**src/rtl/cut_pattern_sequencer.sv**
```systemverilog
// LFSR-driven pattern sequencer for a 32-in/32-out combinational CUT; folds CUT responses into a MISR.
// Optional golden-signature comparator is built when CUT_SEQ_GOLDEN_CMP_EN is defined.
module cut_pattern_sequencer #(
  parameter int unsigned      WIDTH  = 32,
  parameter int unsigned      CNT_W  = 16,
  parameter int unsigned      SETTLE = 2,
  parameter logic [WIDTH-1:0] POLY   = WIDTH'(32'h04C11DB7)
) (
  input  logic             clk,
  input  logic             rst_n,
  input  logic             start,
  input  logic [CNT_W-1:0] num_patterns,
  input  logic [WIDTH-1:0] seed,
  output logic [WIDTH-1:0] cut_in,
  input  logic [WIDTH-1:0] cut_out,
  output logic             busy,
  output logic             done,
  output logic [CNT_W-1:0] pat_count,
  output logic [WIDTH-1:0] signature
`ifdef CUT_SEQ_GOLDEN_CMP_EN
  ,
  input  logic [WIDTH-1:0] golden,
  output logic             pass
`endif
);

  localparam int unsigned       SCNT_W      = (SETTLE > 1) ? $clog2(SETTLE) : 1;
  localparam logic [SCNT_W-1:0] SETTLE_LAST = SCNT_W'(SETTLE - 1);

  typedef enum logic [1:0] {
    S_IDLE,
    S_APPLY,
    S_CAPTURE,
    S_DONE
  } state_e;

  state_e            state_q, state_d;
  logic [WIDTH-1:0]  lfsr_q, lfsr_d;
  logic [WIDTH-1:0]  misr_q, misr_d;
  logic [CNT_W-1:0]  cnt_q, cnt_d;
  logic [CNT_W-1:0]  target_q, target_d;
  logic [SCNT_W-1:0] settle_q, settle_d;
`ifdef CUT_SEQ_GOLDEN_CMP_EN
  logic              pass_q, pass_d;
`endif

  // One Galois shift step; LFSR and MISR share the same polynomial.
  function automatic logic [WIDTH-1:0] galois_step(input logic [WIDTH-1:0] v);
    return {v[WIDTH-2:0], 1'b0} ^ (v[WIDTH-1] ? POLY : '0);
  endfunction

  always_comb begin
    // NOTE: every signal written here gets a default first, so no path leaves it unassigned (no latch).
    state_d  = state_q;
    lfsr_d   = lfsr_q;
    misr_d   = misr_q;
    cnt_d    = cnt_q;
    target_d = target_q;
    settle_d = settle_q;

    unique case (state_q)
      S_IDLE: begin
        if (start) begin
          misr_d = '0;
          cnt_d  = '0;
          if (num_patterns != '0) begin
            target_d = num_patterns;
            lfsr_d   = (seed == '0) ? WIDTH'(1) : seed;
            settle_d = '0;
            state_d  = S_APPLY;
          end else begin
            state_d = S_DONE;
          end
        end
      end

      S_APPLY: begin
        if (settle_q == SETTLE_LAST) begin
          settle_d = '0;
          state_d  = S_CAPTURE;
        end else begin
          settle_d = settle_q + 1'b1;
        end
      end

      S_CAPTURE: begin
        misr_d = galois_step(misr_q) ^ cut_out;
        cnt_d  = cnt_q + 1'b1;
        if (cnt_d == target_q) begin
          state_d = S_DONE;
        end else begin
          lfsr_d  = galois_step(lfsr_q);
          state_d = S_APPLY;
        end
      end

      S_DONE: state_d = S_IDLE;

      default: state_d = S_IDLE;
    endcase
  end

`ifdef CUT_SEQ_GOLDEN_CMP_EN
  // Verdict is taken from the final signature on the edge that enters DONE, so it is valid with done.
  always_comb begin
    pass_d = pass_q;
    if (state_q == S_IDLE && start) begin
      pass_d = 1'b0;
    end
    if (state_d == S_DONE && state_q != S_DONE) begin
      pass_d = (misr_d == golden);
    end
  end
`endif

  always_ff @(posedge clk) begin
    // NOTE: state registers use non-blocking assignments so every register sees pre-edge values.
    if (!rst_n) begin
      state_q  <= S_IDLE;
      lfsr_q   <= '0;
      misr_q   <= '0;
      cnt_q    <= '0;
      target_q <= '0;
      settle_q <= '0;
`ifdef CUT_SEQ_GOLDEN_CMP_EN
      pass_q   <= 1'b0;
`endif
    end else begin
      state_q  <= state_d;
      lfsr_q   <= lfsr_d;
      misr_q   <= misr_d;
      cnt_q    <= cnt_d;
      target_q <= target_d;
      settle_q <= settle_d;
`ifdef CUT_SEQ_GOLDEN_CMP_EN
      pass_q   <= pass_d;
`endif
    end
  end

  assign cut_in    = lfsr_q;
  assign signature = misr_q;
  assign pat_count = cnt_q;
  assign busy      = (state_q == S_APPLY) || (state_q == S_CAPTURE);
  assign done      = (state_q == S_DONE);
`ifdef CUT_SEQ_GOLDEN_CMP_EN
  assign pass      = pass_q;
`endif

endmodule

```
**config.mk**
```make
export PLATFORM = sky130hd
export DESIGN_NAME = cut_pattern_sequencer
export DESIGN_NICKNAME = d
export VERILOG_FILES = /design/src/rtl/cut_pattern_sequencer.sv
export SDC_FILE = /design/constraint.sdc
export NUM_CORES = 1
export LEC_CHECK = 0
export ABC_AREA = 1
export ABC_CLOCK_PERIOD_IN_PS = 2800
export CAP_MARGIN = 5
export CORE_AREA = 2 2 121 123
export DETAILED_ROUTE_END_ITERATION = 16
export DIE_AREA = 0 0 123 125
export PLACE_DENSITY = 0.67
export SLEW_MARGIN = 25
export SYNTH_ARGS = -nofsm -noshare
export SYNTH_HDL_FRONTEND = slang
export SYNTH_SLANG_ARGS = --single-unit
```
**constraint.sdc**
```tcl
create_clock -name clk -period 2.8 [get_ports clk]
set_clock_uncertainty 0.2 [all_clocks]
set_input_delay 0.56 -clock clk [delete_from_list [all_inputs] [get_ports clk]]
set_output_delay 0.56 -clock clk [all_outputs]
set_load 0.05 [all_outputs]
```
# --- After elaboration in Yosys (flattened, before gate mapping) ---
# Cells that the tools add are included.
classes:
  div_mod_pow: 0
  n_addsub: 2
  shifts: 0
  mul: 0
  n_mux: 20
  bitwise: 3
  n_lt_le_gt_ge: 0
  reduce_logical: 11
  n_eq_ne: 8
op_table:
  columns: ["op", "count"]
  rows:
  - ["two-way mux 32 bit", 5]
  - ["one-hot mux 32 bit (2 select lines)", 2]
  - ["bitwise XOR 32 x 27 -> 32 bit", 2]
  - ["two-way mux 27 bit", 2]
  - ["logical NOT 32 bit", 1]
  - ["one-hot mux 16 bit (2 select lines)", 1]
  - ["bitwise XOR 32 bit", 1]
  - ["adder 16 x 1 -> 16 bit, second input constant", 1]
  - ["== test 16 bit", 1]
  - ["two-way mux 16 bit", 1]
  - ["nonzero test 16 bit", 1]
  - ["two-way mux 2 bit", 4]
  - ["inequality test 2 bit, second input constant", 4]
  - ["one-hot mux 2 bit (4 select lines)", 1]
  - ["AND reduction 3 bit", 2]
  - ["== test 2 bit, second input constant", 2]
  - ["AND reduction 2 bit", 2]
  - ["AND reduction 4 bit", 1]
  - ["nonzero test 2 bit", 2]
  - ["two-way mux 1 bit", 3]
  - ["== test 2 x 1 -> 1 bit, second input constant", 1]
  - ["logical NOT 2 bit", 1]
  - ["one-hot mux 1 bit (2 select lines)", 1]
  - ["adder 1 bit, second input constant", 1]
  - ["logical OR 1 bit", 1]
totals:
  elab_cells: 50
  inputBits: 83
  reg_bits: 99
  mem_bits_ro: 0
  mem_bits_rw: 0
  mem_count: 0
  out_inout_bits: 82
  latchBits: 0

# --- Logic depth before layout (Yosys ltp) ---
logic_depth:
  depth_word: 5
  depth_mapped: 16
  mapped_depth_nobuf: 16

# --- Least setup slack after synthesis ---
# OpenSTA, ideal clock, no wires.
synth_timing:
  path_kind: "register to register"
  from: "register cnt_q[0] (netlist: pat_count[0])"
  to: "register lfsr_q[9] (netlist: cut_in[9])"
  arrival_ps: 2355
  path_stages_with_launch: 14
  slack_ps: 128
  setup_ps: 117
  synth_period_minus_slack_ps: 2672
  path_buffers: 1
  path_cell_list: "dfxtp_1 > ha_1 > nand2_2 > nor2_4 > nand2_2 > o21ai_1 > nand2_1 > nand2_1 > nand3_1 > nor2_2 > nand3_4 > buf_2 > a21oi_1 > nor2_1"
synth_between:
  elab_chain_len: 4
synth_rtl:
  columns: ["element", "line", "source"]
  rows:
  - ["start: declaration", "40", "logic [CNT_W-1:0] cnt_q, cnt_d;"]
  - ["start signal: assignment", "132", "cnt_q <= cnt_d;"]
  - ["adder 16 x 1 -> 16 bit", "88", "cnt_d = cnt_q + 1'b1;"]
  - ["== test 16 bit", "89", "if (cnt_d == target_q) begin"]
  - ["inequality test 2 bit (no line)", null, null]
  - ["AND reduction 4 bit (no line)", null, null]
  - ["end signal: assignment", "130", "lfsr_q <= lfsr_d;"]
  - ["end: declaration", "38", "logic [WIDTH-1:0] lfsr_q, lfsr_d;"]
# Every way passes these cells.
# A chain may end at the register's enable or synchronous reset.

# --- Worst setup path in the final report ---
layout_timing:
  from: "register state_q[0]"
  to: "output done"
layout_between:
  elab_chain_len: 1
layout_rtl:
  columns: ["element", "line", "source"]
  rows:
  - ["start: declaration", "37", "state_e state_q, state_d;"]
  - ["start signal: assignment", "129", "state_q <= state_d;"]
  - ["== test 2 bit", "145", "assign done = (state_q == S_DONE);"]
  - ["end: declaration", "17", "output logic done,"]
# Every way passes these cells.

==> run_results.csv <==
group,metric,value,unit
timing,worst_slew_pin_slew,0.548,ns
place,port_buffers,164,
logic_synthesis,syn_area,0.00555,mm2
power_and_ir_drop,p_int,3.12,mW
timing,final-setup-viol-count,0,
clock_network,clockBufferDepth,2,
finish,n_antenna_cell,0,
clock_network,cts_buffers,9,
clock_network,path_clk_slew,0.07,ns
timing,finalMaxSlewViolations,0,
die,fp.dieW,123,um
grt,grt_overflow,0,
clock_network,cts_root_buf,"clkbuf_16",
critical_path,rrSetupSlack,0.30,ns
status,outcome,"finished, final reports clean",
clock_network,numClockSinks,99,
critical_path,worstRegToRegCells,15,
critical_path,critPathMaxFanout,4,
critical_path,r2r-end,"cut_in[0]",
routing,via_count,5868,
critical_path,crit_path_end,"done",
logic_synthesis,synth_top_cell_by_area,"dfxtp_1",
critical_path,cp-end-kind,"output port",
power_and_ir_drop,power_frac_comb,43.5,%
routing,wl_per_cell,14.0,um
timing,fmax,397,MHz
timing,final-hold-violation-count,0,
timing,rsz0062_at_grt,"no",
power_and_ir_drop,total_power,5.22,mW
timing,finalCritPeriodShare,90.1,%
power_and_ir_drop,p_leak,3.04,nW
job,max_cap_violations,0,
power_and_ir_drop,power_frac_seq,34.4,%
routing,finalWirelength,16.3,mm
grt,gr-usage-all-layers,21.4,%
critical_path,r2r-start,"pat_count[0]",
place,dp_hpwl,11.6,mm
die,rows,44,
critical_path,crit_path_start_kind,"flop",
die,dieHeight,125,um
routing,dr.pass1.iters,7,
finish,post-route-util,54.2,%
power_and_ir_drop,pwr-share-clk,22.1,%
logic_synthesis,synthTopCellsByArea,"dfxtp_1, nand2_1, a21oi_1",
finish,final_cell_mix,"nand2_1, clkdlybuf4s50_1, a21oi_1",
finish,area_growth,38.5,%
finish,layout.nets,1066,
routing,postRouteAntennaNets,0,
logic_synthesis,ys_seq_area_share,35.7,%
logic_synthesis,synth_nets,917,
routing,drt-initial-drc-count,389,
logic_synthesis,syn-instance-count,829,
logic_synthesis,synth_top_cell_area_share,35.7,%
clock_network,post_cts_buffers,0,
logic_synthesis,ys_types,28,
clock_network,cts_tree,"built",
logic_synthesis,yosys_warnings,0,
grt,grt_pass1_wl,26.3,mm
critical_path,worstSetupStartpoint,"state_q[0]",
power_and_ir_drop,power_density,678,mW/mm2
power_and_ir_drop,power.share.switching,40.2,%
die,design.core.area,0.0142,mm2
critical_path,crit_arrival,1.76,ns
die,start_util,39.1,%
grt,grt_pass1_vias,5315,
grt,antenna_found_initial,0,
logic_synthesis,ys_ff_latch,99,
timing,post-route-min-period,2.52,ns
place,routabilityCongestion,0.881,
critical_path,required,2.04,ns
clock_network,cts_hold_buffers,0,
critical_path,path_class,"flop to output port",
clock_network,cts_resized,0,
clock_network,cts_max_level,3,
logic_synthesis,avgSynthCellArea,6.70,um2
die,die_area,0.0154,mm2
routing,drc,0,
finish,drive_gt1_share,7.25,%
finish,final_common_cell,"nand2_1",
clock_network,clk_latency,0.35,ns
power_and_ir_drop,netSwitchingPower,2.10,mW
routing,viasPerCell,5.05,
grt,grt_max_degree,64,
worst_hold_path,hold_path.class,"flop to flop",
die,io_pins,165,
timing,slew_headroom,63.4,%
power_and_ir_drop,peakVddDrop,0.000422,V
per-stage QoR:
stage	area [um2]	hold WS (ns)	cells	setup slack (ns)	setup TNS [ns]
after global routing	7690	0.296	1163	0.0284	0
after CTS	7690	0.275	1163	0.257	0
after floorplan	5550	0.244	829	0.128	0
after detailed placement	7440	0.266	1151	-0.0609	-1.06
after global placement	7440	0.262	1151	-0.0791	-1.36
final	7690	0.273	1163	0.278	0
worst max-delay path: stages (launching register included):
cell and delay [ns]:
dfxtp_1 0.38, ha_1 0.22, clkdlybuf4s50_1 0.82
cells by family (layout without fill, tap and decap cells):
| logic type | after synthesis | in the layout | synth area share (%) |
|---|---|---|---|
| muxes | 14 | 14 | 2.52 |
| xor gates and xnor gates | 34 | 34 | 5.36 |
| buffers and inverters | 103 | 253 | 7.46 |
| DFF | 99 | 99 | 35.7 |
| and+or+nand+nor | 437 | 437 | 35.3 |
| adders and majority gates | 5 | 5 | 1.13 |
| AOI/OAI and AO/OA | 137 | 137 | 12.5 |
cell usage after synthesis, drive strengths merged:
| cell type | n |
|---|---|
| a21oi | 106 |
| buf | 11 |
| clkbuf | 34 |
| clkinv | 1 |
| dfxtp | 99 |
| ha | 5 |
| inv | 57 |
| mux2i | 14 |
| nand2 | 221 |
| nand3 | 84 |
| nand3b | 12 |
| nand4 | 10 |
| nor2 | 74 |
| nor4 | 12 |
| o21a | 1 |
| o21ai | 28 |
| o21bai | 2 |
| or2 | 24 |
| xnor2 | 15 |
| xor2 | 19 |
worst min-delay path by stage:
stage	startpoint	slack [ns]	cells after the start	end
final	target_q[10]	0.27	2	target_q[10]
after global routing	target_q[5]	0.30	2	target_q[5]
after CTS	target_q[5]	0.27	2	target_q[5]
after detailed placement	target_q[5]	0.27	2	target_q[5]
after global placement	target_q[7]	0.26	2	target_q[7]
after floorplan	target_q[10]	0.24	2	target_q[10]
power by group through the flow:
stage / Clock, mW / Combinational (mW) / Sequential (mW)
after global placement: 0 / 2.26 / 1.82
after global routing: 1.23 / 2.47 / 1.82
after CTS: 1.18 / 2.28 / 1.79
after detailed placement: 0 / 2.27 / 1.82
after floorplan: 0 / 1.01 / 2.33
final: 1.16 / 2.27 / 1.79
registers in the layout (all words and copies together), names as in the netlist:
signal     count
settle_q       1
signature     32
cut_in        32
pat_count     16
state_q        2
target_q      16
layer usage:
metal  part of all wire [%]  up-vias  routed length (um)  GRT usage (%)
met4                    2.4        0                 384           8.76
li1                       -     3009                   -              -
met5                      0        -                   0              0
met1                     44     2686                7200           27.7
met3                    5.1       27                 829           3.97
met2                     48      146                7840           34.8
cell type report:
class,instances,area [um2]
clock buffer,12,256
tap,184,230
fill,1412,6510
inverter,58,218
sequential,99,1980
timing repair buffer,183,1840
multi-input combinational,627,3170
No activity file was read; power rests on OpenSTA's default activity.
